**src/rtl/jstk_input_conditioner_pkg.sv**
```systemverilog
// Shared definitions for the joystick input conditioner: repeat-FSM encoding,
// channel indices and default parameter values.
package jstk_pkg;

   typedef enum logic [1:0] {
      ST_IDLE   = 2'd0,
      ST_WAIT   = 2'd1,
      ST_REPEAT = 2'd2
   } rep_state_e;

   localparam int CH_UP    = 0;
   localparam int CH_DOWN  = 1;
   localparam int CH_LEFT  = 2;
   localparam int CH_RIGHT = 3;
   localparam int CH_PRESS = 4;

   localparam int DEF_NUM_CH       = 5;
   localparam int DEF_DB_CYCLES    = 16;
   localparam int DEF_REPEAT_DELAY = 50_000_000;
   localparam int DEF_REPEAT_RATE  = 10_000_000;

   function automatic int max_i(input int a, input int b);
      return (a > b) ? a : b;
   endfunction

endpackage

```
**src/rtl/jstk_input_conditioner_if.sv**
```systemverilog
// Bundle of control inputs and conditioned outputs between the joystick
// conditioner (slave) and whoever drives/consumes it (master).
interface jstk_input_conditioner_if
   import jstk_pkg::*;
#(
   parameter int NUM_CH = DEF_NUM_CH
);
   logic              en;
   logic [NUM_CH-1:0] raw_in;
   logic [NUM_CH-1:0] repeat_en;
   logic [NUM_CH-1:0] level_out;
   logic [NUM_CH-1:0] press_pulse;
   logic [NUM_CH-1:0] release_pulse;

   modport master (
      output en, raw_in, repeat_en,
      input  level_out, press_pulse, release_pulse
   );

   modport slave (
      input  en, raw_in, repeat_en,
      output level_out, press_pulse, release_pulse
   );
endinterface

```
**src/rtl/jstk_input_conditioner_channel.sv**
```systemverilog
// One input line: 2-flop synchroniser, counter debouncer and hold-to-repeat
// FSM producing a registered level plus press/release pulses.
module jstk_channel
   import jstk_pkg::*;
#(
   parameter int DB_CYCLES    = DEF_DB_CYCLES,
   parameter int REPEAT_DELAY = DEF_REPEAT_DELAY,
   parameter int REPEAT_RATE  = DEF_REPEAT_RATE
) (
   input  logic i_clk,
   input  logic i_rst,
   input  logic i_en,
   input  logic i_raw,
   input  logic i_repeat_en,
   output logic o_level,
   output logic o_press,
   output logic o_release
);
   localparam int DBW = $clog2(DB_CYCLES + 1);
   localparam int RCW = $clog2(max_i(REPEAT_DELAY, REPEAT_RATE) + 1);

   logic             r_sync1, r_sync2;
   logic [DBW-1:0]   r_db_cnt;
   logic             r_level;
   rep_state_e       r_state, w_state_nx;
   logic [RCW-1:0]   r_rep_cnt, w_rep_cnt_nx;
   logic             r_press, r_release;
   logic             w_press_nx, w_release_nx;
   logic             w_flip, w_rise, w_fall, w_level_nx;

   // The level flips on the edge where the mismatch run reaches DB_CYCLES samples
   assign w_flip     = (r_sync2 != r_level) && (r_db_cnt == DBW'(DB_CYCLES - 1));
   assign w_rise     = w_flip & ~r_level;
   assign w_fall     = w_flip & r_level;
   assign w_level_nx = r_level ^ w_flip;

   always_comb begin
      w_state_nx   = r_state;
      w_rep_cnt_nx = r_rep_cnt;
      w_press_nx   = 1'b0;
      w_release_nx = 1'b0;
      if (!i_en) begin
         // Park so that re-enabling a held key waits a full delay with no press
         w_state_nx   = w_level_nx ? ST_WAIT : ST_IDLE;
         w_rep_cnt_nx = '0;
      end else if (w_fall) begin
         w_release_nx = 1'b1;
         w_state_nx   = ST_IDLE;
         w_rep_cnt_nx = '0;
      end else begin
         unique case (r_state)
            ST_IDLE: begin
               if (w_rise) begin
                  w_press_nx   = 1'b1;
                  w_rep_cnt_nx = '0;
                  w_state_nx   = ST_WAIT;
               end
            end
            ST_WAIT: begin
               if (!i_repeat_en) begin
                  w_rep_cnt_nx = '0;
               end else if (r_rep_cnt == RCW'(REPEAT_DELAY - 1)) begin
                  w_press_nx   = 1'b1;
                  w_rep_cnt_nx = '0;
                  w_state_nx   = ST_REPEAT;
               end else begin
                  w_rep_cnt_nx = r_rep_cnt + 1'b1;
               end
            end
            ST_REPEAT: begin
               if (!i_repeat_en) begin
                  w_rep_cnt_nx = '0;
                  w_state_nx   = ST_WAIT;
               end else if (r_rep_cnt == RCW'(REPEAT_RATE - 1)) begin
                  w_press_nx   = 1'b1;
                  w_rep_cnt_nx = '0;
               end else begin
                  w_rep_cnt_nx = r_rep_cnt + 1'b1;
               end
            end
            default: begin
               w_state_nx   = ST_IDLE;
               w_rep_cnt_nx = '0;
            end
         endcase
      end
   end

   always_ff @(posedge i_clk) begin
      if (i_rst) begin
         r_sync1   <= 1'b0;
         r_sync2   <= 1'b0;
         r_db_cnt  <= '0;
         r_level   <= 1'b0;
         r_state   <= ST_IDLE;
         r_rep_cnt <= '0;
         r_press   <= 1'b0;
         r_release <= 1'b0;
      end else begin
         r_sync1 <= i_raw;
         r_sync2 <= r_sync1;
         if (r_sync2 == r_level) begin
            r_db_cnt <= '0;
         end else if (w_flip) begin
            r_db_cnt <= '0;
            r_level  <= ~r_level;
         end else begin
            r_db_cnt <= r_db_cnt + 1'b1;
         end
         r_state   <= w_state_nx;
         r_rep_cnt <= w_rep_cnt_nx;
         r_press   <= w_press_nx;
         r_release <= w_release_nx;
      end
   end

   assign o_level   = r_level;
   assign o_press   = r_press;
   assign o_release = r_release;

endmodule

```
**src/rtl/jstk_input_conditioner.sv**
```systemverilog
// Joystick/button conditioner: NUM_CH independent channels, each debounced
// with optional auto-repeat; shared enable fanned out to every channel.
module jstk_input_conditioner
   import jstk_pkg::*;
#(
   parameter int NUM_CH       = DEF_NUM_CH,
   parameter int DB_CYCLES    = DEF_DB_CYCLES,
   parameter int REPEAT_DELAY = DEF_REPEAT_DELAY,
   parameter int REPEAT_RATE  = DEF_REPEAT_RATE
) (
   input  logic                     i_clk,
   input  logic                     i_rst,
   jstk_input_conditioner_if.slave  io_bus
);
   logic [NUM_CH-1:0] w_level, w_press, w_release;

   for (genvar g = 0; g < NUM_CH; g++) begin : g_ch
      jstk_channel #(
         .DB_CYCLES    (DB_CYCLES),
         .REPEAT_DELAY (REPEAT_DELAY),
         .REPEAT_RATE  (REPEAT_RATE)
      ) u_ch (
         .i_clk       (i_clk),
         .i_rst       (i_rst),
         .i_en        (io_bus.en),
         .i_raw       (io_bus.raw_in[g]),
         .i_repeat_en (io_bus.repeat_en[g]),
         .o_level     (w_level[g]),
         .o_press     (w_press[g]),
         .o_release   (w_release[g])
      );
   end

   assign io_bus.level_out     = w_level;
   assign io_bus.press_pulse   = w_press;
   assign io_bus.release_pulse = w_release;

endmodule

```
**src/flat_wrapper.sv**
```systemverilog
// flat-port wrapper written by rule: the top's interface ports become plain ports
module jstk_input_conditioner_flat import jstk_pkg::*;
#(
   parameter int NUM_CH       = DEF_NUM_CH,
   parameter int DB_CYCLES    = DEF_DB_CYCLES,
   parameter int REPEAT_DELAY = DEF_REPEAT_DELAY,
   parameter int REPEAT_RATE  = DEF_REPEAT_RATE
)
  (i_clk, i_rst, io_bus_en, io_bus_raw_in, io_bus_repeat_en, io_bus_level_out, io_bus_press_pulse, io_bus_release_pulse);
  jstk_input_conditioner_if #(.NUM_CH(NUM_CH)) io_bus_i ();
  input  logic i_clk;
  input  logic i_rst;
  input wire logic [$bits(io_bus_i.en)-1:0] io_bus_en;
  input wire logic [$bits(io_bus_i.raw_in)-1:0] io_bus_raw_in;
  input wire logic [$bits(io_bus_i.repeat_en)-1:0] io_bus_repeat_en;
  output wire logic [$bits(io_bus_i.level_out)-1:0] io_bus_level_out;
  output wire logic [$bits(io_bus_i.press_pulse)-1:0] io_bus_press_pulse;
  output wire logic [$bits(io_bus_i.release_pulse)-1:0] io_bus_release_pulse;
  assign io_bus_i.en = io_bus_en;
  assign io_bus_i.raw_in = io_bus_raw_in;
  assign io_bus_i.repeat_en = io_bus_repeat_en;
  assign io_bus_level_out = io_bus_i.level_out;
  assign io_bus_press_pulse = io_bus_i.press_pulse;
  assign io_bus_release_pulse = io_bus_i.release_pulse;
  jstk_input_conditioner #(.NUM_CH(NUM_CH), .DB_CYCLES(DB_CYCLES), .REPEAT_DELAY(REPEAT_DELAY), .REPEAT_RATE(REPEAT_RATE)) u_core (.i_clk(i_clk), .i_rst(i_rst), .io_bus(io_bus_i));
endmodule
```
**config.mk**
```make
export PLATFORM = sky130hd
export DESIGN_NAME = jstk_input_conditioner_flat
export DESIGN_NICKNAME = d
export VERILOG_FILES = /design/src/rtl/jstk_input_conditioner_pkg.sv /design/src/rtl/jstk_input_conditioner_if.sv /design/src/rtl/jstk_input_conditioner_channel.sv /design/src/rtl/jstk_input_conditioner.sv /design/src/flat_wrapper.sv
export SDC_FILE = /design/constraint.sdc
export NUM_CORES = 1
export LEC_CHECK = 0
export CORE_UTILIZATION = 55
export CTS_BUF_LIST = sky130_fd_sc_hd__clkbuf_2
export CTS_CLUSTER_SIZE = 20
export DETAILED_ROUTE_END_ITERATION = 6
export GPL_ROUTABILITY_DRIVEN = 0
export HOLD_SLACK_MARGIN = 0.12
export PLACE_DENSITY = 0.72
export SYNTH_ARGS = -nofsm -noshare
export SYNTH_HDL_FRONTEND = slang
export SYNTH_SLANG_ARGS = --single-unit
```
**constraint.sdc**
```tcl
create_clock -name i_clk -period 7.5 [get_ports i_clk]
set_input_delay 0.75 -clock i_clk [delete_from_list [all_inputs] [get_ports i_clk]]
set_output_delay 0.75 -clock i_clk [all_outputs]
set_load 0.1 [all_outputs]
```
# After elaboration in Yosys (flattened, before gate mapping)

Cells that the tools add are included.

Flip-flop bits (word level): 190
Input port bits: 13
Output and inout port bits: 15
Logic and storage cells: 272

Add/subtract/negate cells: 10
Equal/unequal tests: 60
Multiplexer cells: 105
Bitwise logic cells: 26
Reductions and logical operators: 31

Operator list:

| operator                                               | count |
|---|---|
| 2-to-1 mux 26 bit                                      | 25 |
| one-hot mux 26 bit (3 select lines)                    | 5 |
| adder 26 x 1 -> 26 bit (second input constant)         | 5 |
| equality test 26 x 24 -> 1 bit (second input constant) | 5 |
| equality test 26 bit (second input constant)           | 5 |
| != test 4 bit (second input constant)                  | 20 |
| 2-to-1 mux 2 bit                                       | 30 |
| 2-to-1 mux 1 bit                                       | 35 |
| one-hot mux 2 bit (3 select lines)                     | 5 |
| OR reduction 3 bit                                     | 10 |
| adder 5 x 1 -> 5 bit (second input constant)           | 5 |
| equality test 5 x 4 -> 1 bit (second input constant)   | 5 |
| AND reduction 4 bit                                    | 5 |
| one-hot mux 1 bit (3 select lines)                     | 5 |
| inverter 1 bit                                         | 11 |
| bitwise AND 1 bit                                      | 10 |
| equality test 2 x 1 -> 1 bit (second input constant)   | 5 |
| equality test 2 bit (second input constant)            | 5 |
| zero test 2 bit                                        | 5 |
| != test 2 bit (second input constant)                  | 5 |
| AND reduction 2 bit                                    | 5 |
| equality test 1 bit                                    | 5 |
| logical AND 1 bit                                      | 5 |
| != test 1 bit                                          | 5 |
| 2 further kinds                                        | 6 |

# Depth between registers and ports, before layout

Word-level depth: 7
Depth in mapped cells: 11
Depth with buffers taken out: 9

# Cells and area by module

A second synthesis with hierarchy kept.

Cells, all modules: 1135
Area, all modules: 9839.4 um^2

Modules (own cells, without submodules):

| module                                 | times used | cells each | area each (um^2) | sequential area each (um^2) |
|---|---|---|---|---|
| jstk_channel (u_core.g_ch[0].u_ch ...) | 4          | 223        | 1959.4           | 760.7 |
| jstk_channel (u_core.g_ch[4].u_ch)     | 1          | 243        | 2001.9           | 760.7 |

# Least setup slack after synthesis

OpenSTA, ideal clock, no wires.

Path type: input-to-reg
Start: input io_bus_en
End: register u_core.g_ch[4].u_ch.r_rep_cnt[17]
Setup time: 74 ps
Data arrival time: 2679 ps
Required time: 7426 ps
Path slack: 4747 ps
Stages: 10
Buffers on the path: 4
Cells stage by stage: clkbuf_1 > nor2b_1 > clkbuf_1 > nand3_1 > a311o_1 > nand2_1 > clkbuf_1 > buf_1 > a31oi_1 > a31oi_1

Longest elaborated chain between the ends: 2

RTL lines:

| what                         | line                                  | text |
|---|---|---|
| start: declaration           | flat_wrapper.sv:13                    | `input wire logic [$bits(io_bus_i.en)-1:0] io_bus_en;` |
| inverter 1 bit (no line)     | -                                     |  |
| OR reduction 3 bit (no line) | -                                     |  |
| end signal: assignment       | jstk_input_conditioner_channel.sv:111 | `r_rep_cnt <= w_rep_cnt_nx;` |
| end: declaration             | jstk_input_conditioner_channel.sv:26  | `logic [RCW-1:0] r_rep_cnt, w_rep_cnt_nx;` |

Every way passes these cells.
A chain may end at the register's enable or synchronous reset.

# Final worst setup path

Start: input io_bus_en
End: register u_core.g_ch[4].u_ch.r_rep_cnt[24]

Same word-level chain as after synthesis.

==> out/qor.txt <==
Status: completed
YS warnings: 0
Final hold vios: 0
R2R depth: 9
Synth top area cells: dfxtp_1, nor2_1, xor2_1
Mapped Nets: 1194
RSZ-0062 raised after global routing: no
Post-synth ARST share: 0%
Most common cell in the netlist: dfxtp_1
CP Data Required Time: 8.18 ns
Tot GR Track Use: 21.8%
Initial Util: 56.6%
Mapped cell area: 0.00945 mm2
Least-Margin Pin Slew: 1.12 ns
Syn avg cell area: 8.25 um2
Total power draw: 0.00170 W
Footprint of the multi-input gates: 0.00526 mm2
Initial drt markers: 463
Max_cap viols: 0
Largest stage delay on the critical path: 0.93 ns
CTS buffer count: 17
Fin crit period: 3.52 ns
Hold endpoint: u_core.g_ch[3].u_ch.r_sync2
Gr ovfl total: 0
Internal power: 0.00126 W
Switching pwr: 0.000443 W
WL per Instance: 13.4 um
Max frequency: 0.284 GHz
CP max-delay cell: clkdlybuf4s50_1
Synthesized flop and latch total: 190
Pin count of the biggest net entering global routing: 40
Post-route ant nets: 0
Switch share: 26.1%
CP bufs+invs: 1
IO Count: 28
WS Path Type: input pin to flip-flop
Post-CTS Resized: 0
Final max-slew violation count: 0
Initial antenna violation count: 1
Post-DP HPWL: 12.9 mm
# DRC: 0
FF-to-FF setup slack: 4.37 ns
Distinct cell type count after synthesis: 64
Slew headroom: 25.3%
Die height: 133 um
Layout area overhead: 6.60%
Min-Delay Path Class: flip-flop to flip-flop
Final TNS setup: 0 ns
Placeable Area: 0.0167 mm2
Clock transition at path regs: 0.26 ns
Synth Instances: 1146
Vias in the first global route: 7121
Final net count: 1195
Clk_skew: 0.0487 ns
Hold path depth: 1
Lkg Pwr: 3.37 nW
Synth Flop Type: dfxtp_1
Final WL: 18.5 mm
RR Endpoint: u_core.g_ch[4].u_ch.r_rep_cnt[24]
Worst setup startpoint: io_bus_en
Worst vdd ir: 0.118 mV
CP Launch Type: input pin
Final period utilization: 46.9%
Critical path arrival: 4.20 ns
Storage cell area: 0.00380 mm2
RR Startpoint: u_core.g_ch[4].u_ch.r_db_cnt[0]
TritonRoute pass-1 iters: 5
Die area: 0.0177 mm2
CTS sink count: 190
Worst Setup End Kind: flip-flop
First-pass GRT wire length: 32.2 mm
Logic pwr share: 5.7%
Share of cells above drive strength 1: 4.66%
Post-synth EDFFs: 0
CTS tree: yes
Clock Tree Root: clkbuf_2
Maximum fanout along the worst path: 39
Share of the synthesized area in the top cell type: 40.2%
Vias post-DR: 7593
Seq/Total Area, Yosys: 40.2%
CP Cell Sequence: clkdlybuf4s50_1, nor2b_1, nand3_1, a311o_1, nand2_1, a21bo_2, a31oi_1
PD cells: 169 mW/mm2
Delay-heaviest family, CP: simple AND/OR/NAND/NOR gates
Yosys top cell by area: dfxtp_1
Fillcell total: 1548
Reg power frac: 60.4%
H-tree Lvls: 4
Min-delay src: u_core.g_ch[3].u_ch.r_sync1
Port bufs: 27
Hold Buf Count CTS: 0
Post-CTS Setup Inserts: 0
Clock network power share: 33.8%
Clk_lat worst skew: 0.78 ns
Core Rows: 47
Die W: 133 um
Clock Path Buffers: 2
Post-synth top cells: dfxtp_1, nor2_1, nand2_1
Setup violators final: 0
Vias per cell: 5.50
-- flip-flops by register name, indices dropped and copies added, names as in the netlist --
register	cells
u_core.g_ch.u_ch.o_release	5
u_core.g_ch.u_ch.r_sync2	5
u_core.g_ch.u_ch.o_press	5
u_core.g_ch.u_ch.r_state	10
u_core.g_ch.u_ch.r_sync1	5
u_core.g_ch.u_ch.o_level	5
u_core.g_ch.u_ch.r_db_cnt	25
u_core.g_ch.u_ch.r_rep_cnt	130
-- cells in the final DEF (no fill, tap or decap), types with 6 or more instances in the layout --
| master | n |
|---|---|
| xnor2_1 | 46 |
| a21oi_1 | 46 |
| o211ai_1 | 6 |
| and3_1 | 32 |
| inv_1 | 38 |
| clkbuf_2 | 17 |
| nand2b_1 | 11 |
| ha_1 | 35 |
| nand4_1 | 38 |
| dfxtp_1 | 190 |
| o21ai_0 | 31 |
| nand3_1 | 74 |
| nor2b_1 | 16 |
| or4_1 | 7 |
| a31oi_1 | 25 |
| nor4bb_1 | 7 |
| a211oi_1 | 7 |
| nand3b_1 | 13 |
| and2_1 | 11 |
| nand2_1 | 106 |
| clkdlybuf4s50_1 | 27 |
| xor2_1 | 57 |
| and4_1 | 19 |
| nor2_1 | 182 |
| nor3_1 | 23 |
| or3_1 | 8 |
-- layer usage --
metal	share of wire, %	global-route usage [%]	vias to the layer above
met5	0	0	-
met2	46	35.6	82
met1	51	29.5	3508
li1	-	-	3989
met3	2.6	4.53	14
met4	0.81	5.49	0
-- kinds of logic (layout without fill, tap and decap cells) --
kind of cell	count (synthesis)	count (layout)	synth area share [%]
buffers and inverters	88	102	4.16
XOR/XNOR	103	103	9.54
multiplexers	8	8	0.926
AO/OA/AOI/OAI	142	142	9.24
other	0	1	0
AND/OR/NAND/NOR	580	580	31.3
adder cells (fa/ha/maj)	35	35	4.63
flip-flops	190	190	40.2
-- power groups by stage --
stage	Combinational (W)	Clock (W)	Sequential, W
after global placement	0.0000958	0	0.00104
after global routing	0.000110	0.000636	0.00103
final	0.0000973	0.000575	0.00103
after detailed placement	0.0000969	0	0.00104
after floorplan	0.0000716	0	0.00104
after CTS	0.0000973	0.000594	0.00103
-- area by class of cell --
class	count	share of cell area, %
multi-input cells	868	52.2
clock inverters	15	1.99
repair buffers	32	3.05
clock buffers	17	0.844
flip-flops and latches	190	37.7
well taps	220	2.73
inverters	38	1.42
diodes	1	0.0248
-- how the worst max path moves through the flow --
stage	to	slack, ns	cells after the start
floorplan	u_core.g_ch[4].u_ch.r_rep_cnt[17]	4.75	10
global placement	u_core.g_ch[4].u_ch.r_rep_cnt[24]	3.34	7
detailed placement	u_core.g_ch[4].u_ch.r_rep_cnt[24]	3.21	7
CTS	u_core.g_ch[4].u_ch.r_rep_cnt[24]	4.07	7
global route	u_core.g_ch[4].u_ch.r_rep_cnt[21]	3.83	7
finish	u_core.g_ch[4].u_ch.r_rep_cnt[24]	3.98	7
-- stage by stage --
step                      cell area (um2)  utilization [%]  std cells  setup slack (ns)  hold slack, ns
after floorplan                      9450                -       1146              4.75           0.414
after global placement               9790             58.6       1348              3.34           0.418
after detailed placement             9790             58.6       1348              3.21           0.424
after CTS                           10100             60.3       1380              4.07           0.447
after global routing                10100             60.3       1381              3.83           0.419
final                               10100             60.3       1381              3.98           0.463
Power figures use the tool's default switching activity.
